File: src/rtl/ram_arb_pkg.sv
// Shared types, RAM geometry and round-robin search for the RAM arbiters.
// Latency: n/a (package only).
// Backpressure: n/a.
package ram_arb_pkg;

    typedef enum logic [1:0] {IDLE, ISSUE, RESP} arb_state_t;

    localparam int RAM_AW  = 8;
    localparam int RAM_DW  = 16;
    localparam int MAX_REQ = 8;

    // First set bit of req searching ptr+1, ptr+2, ... modulo n; returns ptr when req is empty.
    function automatic logic [2:0] rr_pick(input logic [MAX_REQ-1:0] req,
                                           input logic [2:0] ptr,
                                           input int n);
        logic [2:0] win;
        int         c;
        win = ptr;
        // Walk from the farthest candidate inward so the nearest one overwrites last.
        for (int k = MAX_REQ; k >= 1; k--) begin
            if (k <= n) begin
                c = (int'(ptr) + k) % n;
                if (req[c[2:0]]) begin
                    win = c[2:0];
                end
            end
        end
        return win;
    endfunction

endpackage

File: src/rtl/rr_picker.sv
// Combinational round-robin grant: one-hot gnt, its index and an any-request flag.
// Latency: zero cycles (pure combinational).
// Backpressure: none; the caller decides whether the grant is used.
module rr_picker
    import ram_arb_pkg::*;
#(
    parameter int NREQ = 2,
    localparam int IW  = $clog2(NREQ)
) (
    input  logic [NREQ-1:0] req,
    input  logic [IW-1:0]   ptr,
    output logic [NREQ-1:0] gnt,
    output logic [IW-1:0]   gnt_idx,
    output logic            any
);

    logic [MAX_REQ-1:0] req_ext;
    logic [2:0]         win;

    always_comb begin
        req_ext = MAX_REQ'(req);
        win     = rr_pick(req_ext, 3'(ptr), NREQ);
        gnt_idx = IW'(win);
        any     = |req;
        gnt     = '0;
        if (any) begin
            gnt[gnt_idx] = 1'b1;
        end
    end

endmodule

File: src/rtl/ram_rr_arbiter.sv
// Round-robin sharing of one synchronous RAM between NREQ requesters, one op in flight.
// Latency: RAM strobe one cycle after accept, read response two cycles after accept.
// Backpressure: req_ready only in IDLE, to the round-robin winner; no ready while an op is in flight.
module ram_rr_arbiter
    import ram_arb_pkg::*;
#(
    parameter int NREQ = 2,
    parameter int AW   = RAM_AW,
    parameter int DW   = RAM_DW
) (
    input  logic             clk,
    input  logic             rst,
    input  logic [NREQ-1:0]  req_valid,
    output logic [NREQ-1:0]  req_ready,
    input  logic [NREQ-1:0]  req_we,
    input  logic [NREQ*AW-1:0] req_addr,
    input  logic [NREQ*DW-1:0] req_wdata,
    output logic [NREQ-1:0]  rsp_valid,
    output logic [DW-1:0]    rsp_data,
    output logic             ram_read,
    output logic             ram_write,
    output logic [AW-1:0]    ram_addr,
    output logic [DW-1:0]    ram_wdata,
    input  logic [DW-1:0]    ram_rdata
);

    localparam int IW = $clog2(NREQ);

    typedef struct packed {
        logic          we;
        logic [AW-1:0] addr;
        logic [DW-1:0] wdata;
    } req_t;

    arb_state_t      state;
    logic [IW-1:0]   ptr;
    logic [IW-1:0]   owner;
    logic [IW-1:0]   gnt_idx;
    logic [NREQ-1:0] gnt;
    logic            any;
    logic            we_q;
    logic [DW-1:0]   rdata_q;
    req_t            sel;

    rr_picker #(.NREQ(NREQ)) u_pick (
        .req     (req_valid),
        .ptr     (ptr),
        .gnt     (gnt),
        .gnt_idx (gnt_idx),
        .any     (any)
    );

    always_comb begin
        sel = '{we:    req_we[gnt_idx],
                addr:  req_addr[gnt_idx*AW +: AW],
                wdata: req_wdata[gnt_idx*DW +: DW]};
    end

    assign req_ready = (state == IDLE) ? gnt : '0;
    // The RAM output register is only valid during RESP; otherwise replay the last response.
    assign rsp_data  = (state == RESP) ? ram_rdata : rdata_q;

    always_ff @(posedge clk) begin
        if (rst) begin
            state     <= IDLE;
            ptr       <= IW'(NREQ - 1);
            owner     <= '0;
            we_q      <= 1'b0;
            ram_read  <= 1'b0;
            ram_write <= 1'b0;
            ram_addr  <= '0;
            ram_wdata <= '0;
            rsp_valid <= '0;
            rdata_q   <= '0;
        end else begin
            ram_read  <= 1'b0;
            ram_write <= 1'b0;
            rsp_valid <= '0;
            case (state)
                IDLE: begin
                    if (any) begin
                        owner     <= gnt_idx;
                        ptr       <= gnt_idx;
                        we_q      <= sel.we;
                        ram_addr  <= sel.addr;
                        ram_wdata <= sel.wdata;
                        ram_read  <= ~sel.we;
                        ram_write <= sel.we;
                        state     <= ISSUE;
                    end
                end
                ISSUE: begin
                    if (we_q) begin
                        state <= IDLE;
                    end else begin
                        rsp_valid[owner] <= 1'b1;
                        state            <= RESP;
                    end
                end
                RESP: begin
                    rdata_q <= ram_rdata;
                    state   <= IDLE;
                end
                default: state <= IDLE;
            endcase
        end
    end

    a_strobe_excl: assert property (@(posedge clk) disable iff (rst) !(ram_read && ram_write));
    a_ready_1hot:  assert property (@(posedge clk) disable iff (rst) $onehot0(req_ready));
    a_rsp_1hot:    assert property (@(posedge clk) disable iff (rst) $onehot0(rsp_valid));
    a_rsp_after_rd: assert property (@(posedge clk) disable iff (rst) (rsp_valid != '0) |-> $past(ram_read));

endmodule
File: config.mk
export PLATFORM = sky130hd
export DESIGN_NAME = ram_rr_arbiter
export DESIGN_NICKNAME = d
export VERILOG_FILES = /design/src/rtl/ram_arb_pkg.sv /design/src/rtl/rr_picker.sv /design/src/rtl/ram_rr_arbiter.sv
export SDC_FILE = /design/constraint.sdc
export NUM_CORES = 1
export LEC_CHECK = 0
export CAP_MARGIN = 20
export CORE_MARGIN = 3
export CORE_UTILIZATION = 36
export DETAILED_ROUTE_END_ITERATION = 7
export PLACE_DENSITY = 0.76
export SETUP_SLACK_MARGIN = 0.4
export SLEW_MARGIN = 20
export SYNTH_ARGS = -nofsm -noshare
export SYNTH_HDL_FRONTEND = slang
export SYNTH_SLANG_ARGS = --single-unit
File: constraint.sdc
create_clock -name clk -period 1.27 [get_ports clk]
set_input_delay 0.254 -clock clk [delete_from_list [all_inputs] [get_ports clk]]
set_output_delay 0.254 -clock clk [all_outputs]
set_load 0.02 [all_outputs]
Word-level counts from Yosys, hierarchy flattened
Cells that the tools add are included.

Shift operators: 2. Equal/unequal tests: 3. $lt $le $gt $ge: 6. Bitwise gates (word level): 6. Multiplexer cells: 18. Reductions and logical operators: 7. Add/subtract/negate cells: 2.

Operators by type and width (count): indexed part select 32 x 6 -> 16 bit (1); 2-to-1 mux 16 bit (1); indexed part select 16 x 5 -> 8 bit (1); less-than comparator 3 x 4 -> 1 bit, second input constant (2); 2-to-1 mux 1 bit (8); 2-to-1 mux 2 bit (4); OR reduction 3 bit (2); binary-select mux 1 bit (select 2 bit) (2); less-than comparator 1 x 2 -> 1 bit, second input constant (2); inverter 1 bit (4); one-hot mux 2 bit (2 select lines) (1); adder 1 bit, second input constant (2); bitwise AND 1 bit, first input constant (2); demux 1 bit (select 1 bit) (2); == test 2 x 1 -> 1 bit, second input constant (1); == test 2 bit, second input constant (1); >= comparator 1 bit, second input constant (2); logical AND 1 bit (2); logical NOT 2 bit (1); inequality test 2 bit, second input constant (1); AND reduction 2 bit (1); OR reduction 2 bit (1).

Word-level logic and storage cells: 54. Bits in registers: 49.

Longest topological paths before layout
Gate-level depths: netlist (run 1).

Depth after elaboration: 12. Mapped depth: 5.

Hierarchy
A second synthesis (run 1) with hierarchy kept.

Cells, all modules: 167. Area total of the unflattened synthesis: 2070.7 um^2.

Modules (own cells, without submodules): ram_rr_arbiter (times used 1, area an instance 2035.7 um^2, seq. area each 980.9 um^2, cells an instance 161); rr_picker (times used 1, area an instance 35.0 um^2, seq. area each 0.0 um^2, cells an instance 6).

Worst setup path before layout (run 1)
Ideal clock, no wire load.

Path kind: flip-flop to output port. From: register state[0]. To: output req_ready[1]. Slack: -0.201 ns. Path buffers: 2. Arrival: 1.217 ns. Required time: 1.016 ns. Cell stages (with the launch flop): 6. Cell sequence: dfxtp_1 > nor2_1 > buf_4 > buf_4 > nand2_1 > a21oi_1.

Longest elaborated chain between the ends: 2.

RTL lines: from (decl) (line ram_rr_arbiter.sv:35) `arb_state_t state;`; from (signal assigned) (line ram_rr_arbiter.sv:65) `state <= IDLE;`; from (signal assigned) (line ram_rr_arbiter.sv:89) `state <= ISSUE;`; from (signal assigned) (line ram_rr_arbiter.sv:94) `state <= IDLE;`; logical NOT 2 bit (line ram_rr_arbiter.sv:59) `assign req_ready = (state == IDLE) ? gnt : '0;`; 2-to-1 mux 2 bit (line ram_rr_arbiter.sv:59); to (decl) (line ram_rr_arbiter.sv:14) `output logic [NREQ-1:0] req_ready,`.

Every way passes these cells.

Worst setup path after layout (run 1)
From: register state[1]. To: output rsp_data[2].

Longest elaborated chain between the ends: 2.

RTL lines: == test 2 bit (line ram_rr_arbiter.sv:61) `assign rsp_data = (state == RESP) ? ram_rdata : rdata_q;`; 2-to-1 mux 16 bit; to (decl) (line ram_rr_arbiter.sv:19) `output logic [DW-1:0] rsp_data,`.

Every way passes these cells.

==> flow_metrics.tcl, run 1 <==
set metrics [dict create \
    cts-root-buf "clkbuf_8" \
    viasPerCell 5.27 \
    grtUsageTotal 0.218 \
    num_rows 28 \
    wl_um 8640 \
    antenna_left 0 \
    finalPower_uw 4880 \
    path_buf_inv 2 \
    max_cap_viol_count 0 \
    cp-start-kind "flip-flop" \
    intPower_uw 3330 \
    dp_cells 411 \
    mappedNetlistArea_mm2 0.00232 \
    synth_edf_count 0 \
    cp_num_cells 4 \
    seqPwrFrac 0.368 \
    critPathRequiredTime_ns 1.02 \
    rsz0062_at_grt "yes" \
    cts_sinks 49 \
    yosysUniqueCellTypes 28 \
    syn_nets 298 \
    fp.dieW_um 86.2 \
    drc_errors 0 \
    grt_max_degree 26 \
    fmax_mhz 567 \
    cp_slowest_cell "dfxtp_2" \
    cts_htree_levels 2 \
    synth_cells 228 \
    layout-drive-gt1-share 0.606 \
    avgSynthCellArea_um2 10.2 \
    fin_crit_sh 1.39 \
    coreArea_mm2 0.00606 \
    violations "setup timing" \
    layout_setup_ws_ns -0.493 \
    portBuffers 115 \
    critical_path_class "flip-flop to primary output" \
    fillers 407 \
    drt_pre_antenna_iters 4 \
    routedWlPerCell_um 18.1 \
    most-common-layout-cells "66 x clkdlybuf4s50_1, 66 x buf_6, 38 x buf_4" \
    p_comb_frac 0.441 \
    clkLatencyLatePin_ns 0.31 \
    antenna_cells 0 \
    end_kind "primary output" \
    slew_violations 0 \
    crit_fanout 8 \
    ys_dominant_reg_cell "dfxtp_1" \
    overflow 0 \
    slew_headroom 0.800 \
    worstMarginPinSlew_ns 0.300 \
    vias 2510 \
    slowest_delay_ns 0.34 \
    p_switching_uw 1550 \
    place.gp.congestion 0.736 \
    grt_pass1_wl_um 12800 \
    area_growth_pct 105 \
    fp.dieH_um 86.2 \
    skew_ns 0.00655 \
    fin_area_mm2 0.00475 \
    post_dp_cell_area_mm2 0.00365 \
    cts_buffer_depth 2 \
    holdCritPathClass "primary input to flip-flop" \
    yosys_warnings 0 \
    hold_viol_final 0 \
    outcome "complete, but fails checks" \
    nets 470 \
    r2r_cells 9 \
    dp_slack_ns -0.833 \
    p_leak_uw 0.00189 \
    clkPwrFrac 0.192 \
    ios 116 \
    ys_seq_area_frac 0.424 \
    cp_cell_sequence "nor2b_4, clkbuf_16, mux2_4, buf_6" \
    antenna_found_initial 0 \
    hpwl_um 4920 \
    dieArea_mm2 0.00743 \
    fin_crit_ns 1.76 \
    ys_seq_elements 49 \
    power.density_mw_per_mm2 1030 \
    clk_pin_slew_worst_paths_ns 0.10 \
    cp.arrival_ns 1.51 \
    setup_viol_count_final 59 \
    initial_core_util 0.382 \
    hold_buffers 0 \
    synth_async_sr_flop_share 0 \
    stdcell_count 476 \
    sw_frac_of_total 0.318 \
    holdWs_ns 0.190 \
    grt_pass1_vias 2477 \
    drtIter0Drc 104 \
    tritoncts "yes" \
    crit_family "flip-flops" \
    worst_hold_path.num_cells 2 \
    numCtsBuffers 5 \
    peakVddDrop_v 0.000518 \
]
registers in the layout, summed over array words and instances (netlist names):
name and count:
ram_write 1, owner 1, ram_read 1, rdata_q 16
rsp_valid 2, we_q 1, ram_addr 8, ptr 1
state 2, ram_wdata 16
routing by layer:
| metal | wire length, um | vias to the layer above | GRT usage |
|---|---|---|---|
| li1 | - | 1195 | - |
| met1 | 3400 | 1179 | 0.259 |
| met2 | 4450 | 125 | 0.385 |
| met3 | 673 | 11 | 0.0532 |
| met4 | 116 | 0 | 0.0722 |
| met5 | 0 | - | 0 |
kinds of logic after synthesis:
| kind of cell | count (synthesis) | synth area share |
|---|---|---|
| mux | 16 | 0.0924 |
| buf+inv | 26 | 0.0697 |
| compound gates | 80 | 0.270 |
| simple gates | 57 | 0.145 |
| flops | 49 | 0.424 |
final cells by class:
cell class / instances / area [um2] / area share
timing repair buffer: 188 / 2050 / 0.432
clock buffer: 6 / 72.6 / 0.0153
multi-input combinational: 156 / 1500 / 0.315
clock inverter: 2 / 15.0 / 0.00316
sequential: 49 / 1020 / 0.215
tap: 75 / 93.8 / 0.0198
power by group through the flow:
| stage | clock network, uW | registers [uW] | logic (uW) |
|---|---|---|---|
| after floorplan | 0 | 1910 | 704 |
| after global placement | 0 | 1780 | 1440 |
| after detailed placement | 0 | 1790 | 1450 |
| after CTS | 950 | 1790 | 1940 |
| after global routing | 1010 | 1810 | 2260 |
| final | 936 | 1800 | 2150 |
stage by stage:
step | setup TNS [ns] | util
final | -17.43 | 0.783
after global placement | -24.55 | 0.602
after floorplan | -0.716 | -
after detailed placement | -25.85 | 0.602
after CTS | -17.42 | 0.727
after global routing | -20.25 | 0.783
path summary, 6_finish.rpt:
path                  from            to  slack [ns]
hold reg to reg      owner  rsp_valid[0]        0.49
setup reg to reg  state[0]      ram_read       -0.36
setup / recovery  state[1]   rsp_data[2]       -0.49
hold / removal         rst      state[1]        0.19
synthesized netlist by cell type (all sizes together), types with 2 or more instances:
| master | n | share of area |
|---|---|---|
| a311oi | 25 | 0.15 |
| clkbuf | 4 | 0.0065 |
| a21oi | 28 | 0.061 |
| dfxtp | 49 | 0.42 |
| and2 | 2 | 0.0054 |
| mux2 | 16 | 0.092 |
| nor2b | 18 | 0.052 |
| o21ai | 25 | 0.054 |
| and2b | 2 | 0.0065 |
| buf | 22 | 0.063 |
| nand3 | 25 | 0.054 |
| nand2b | 2 | 0.0054 |
| nor2 | 2 | 0.0032 |
repair_timing:
item	CTS	global route
gates cloned	9	0
pin swaps	15	14
endpoints found under the setup margin	95	95
setup buffers	25	23
resized for setup	363	35
hold endpoints to repair	0	0
Power figures use the tool's default switching activity.
==> run 2, diff against run 1 <==
- HOLD_SLACK_MARGIN: default -> 0.1
==> results of run 2 <==
The final DEF is identical to that of run 1; final timing and power are the same.
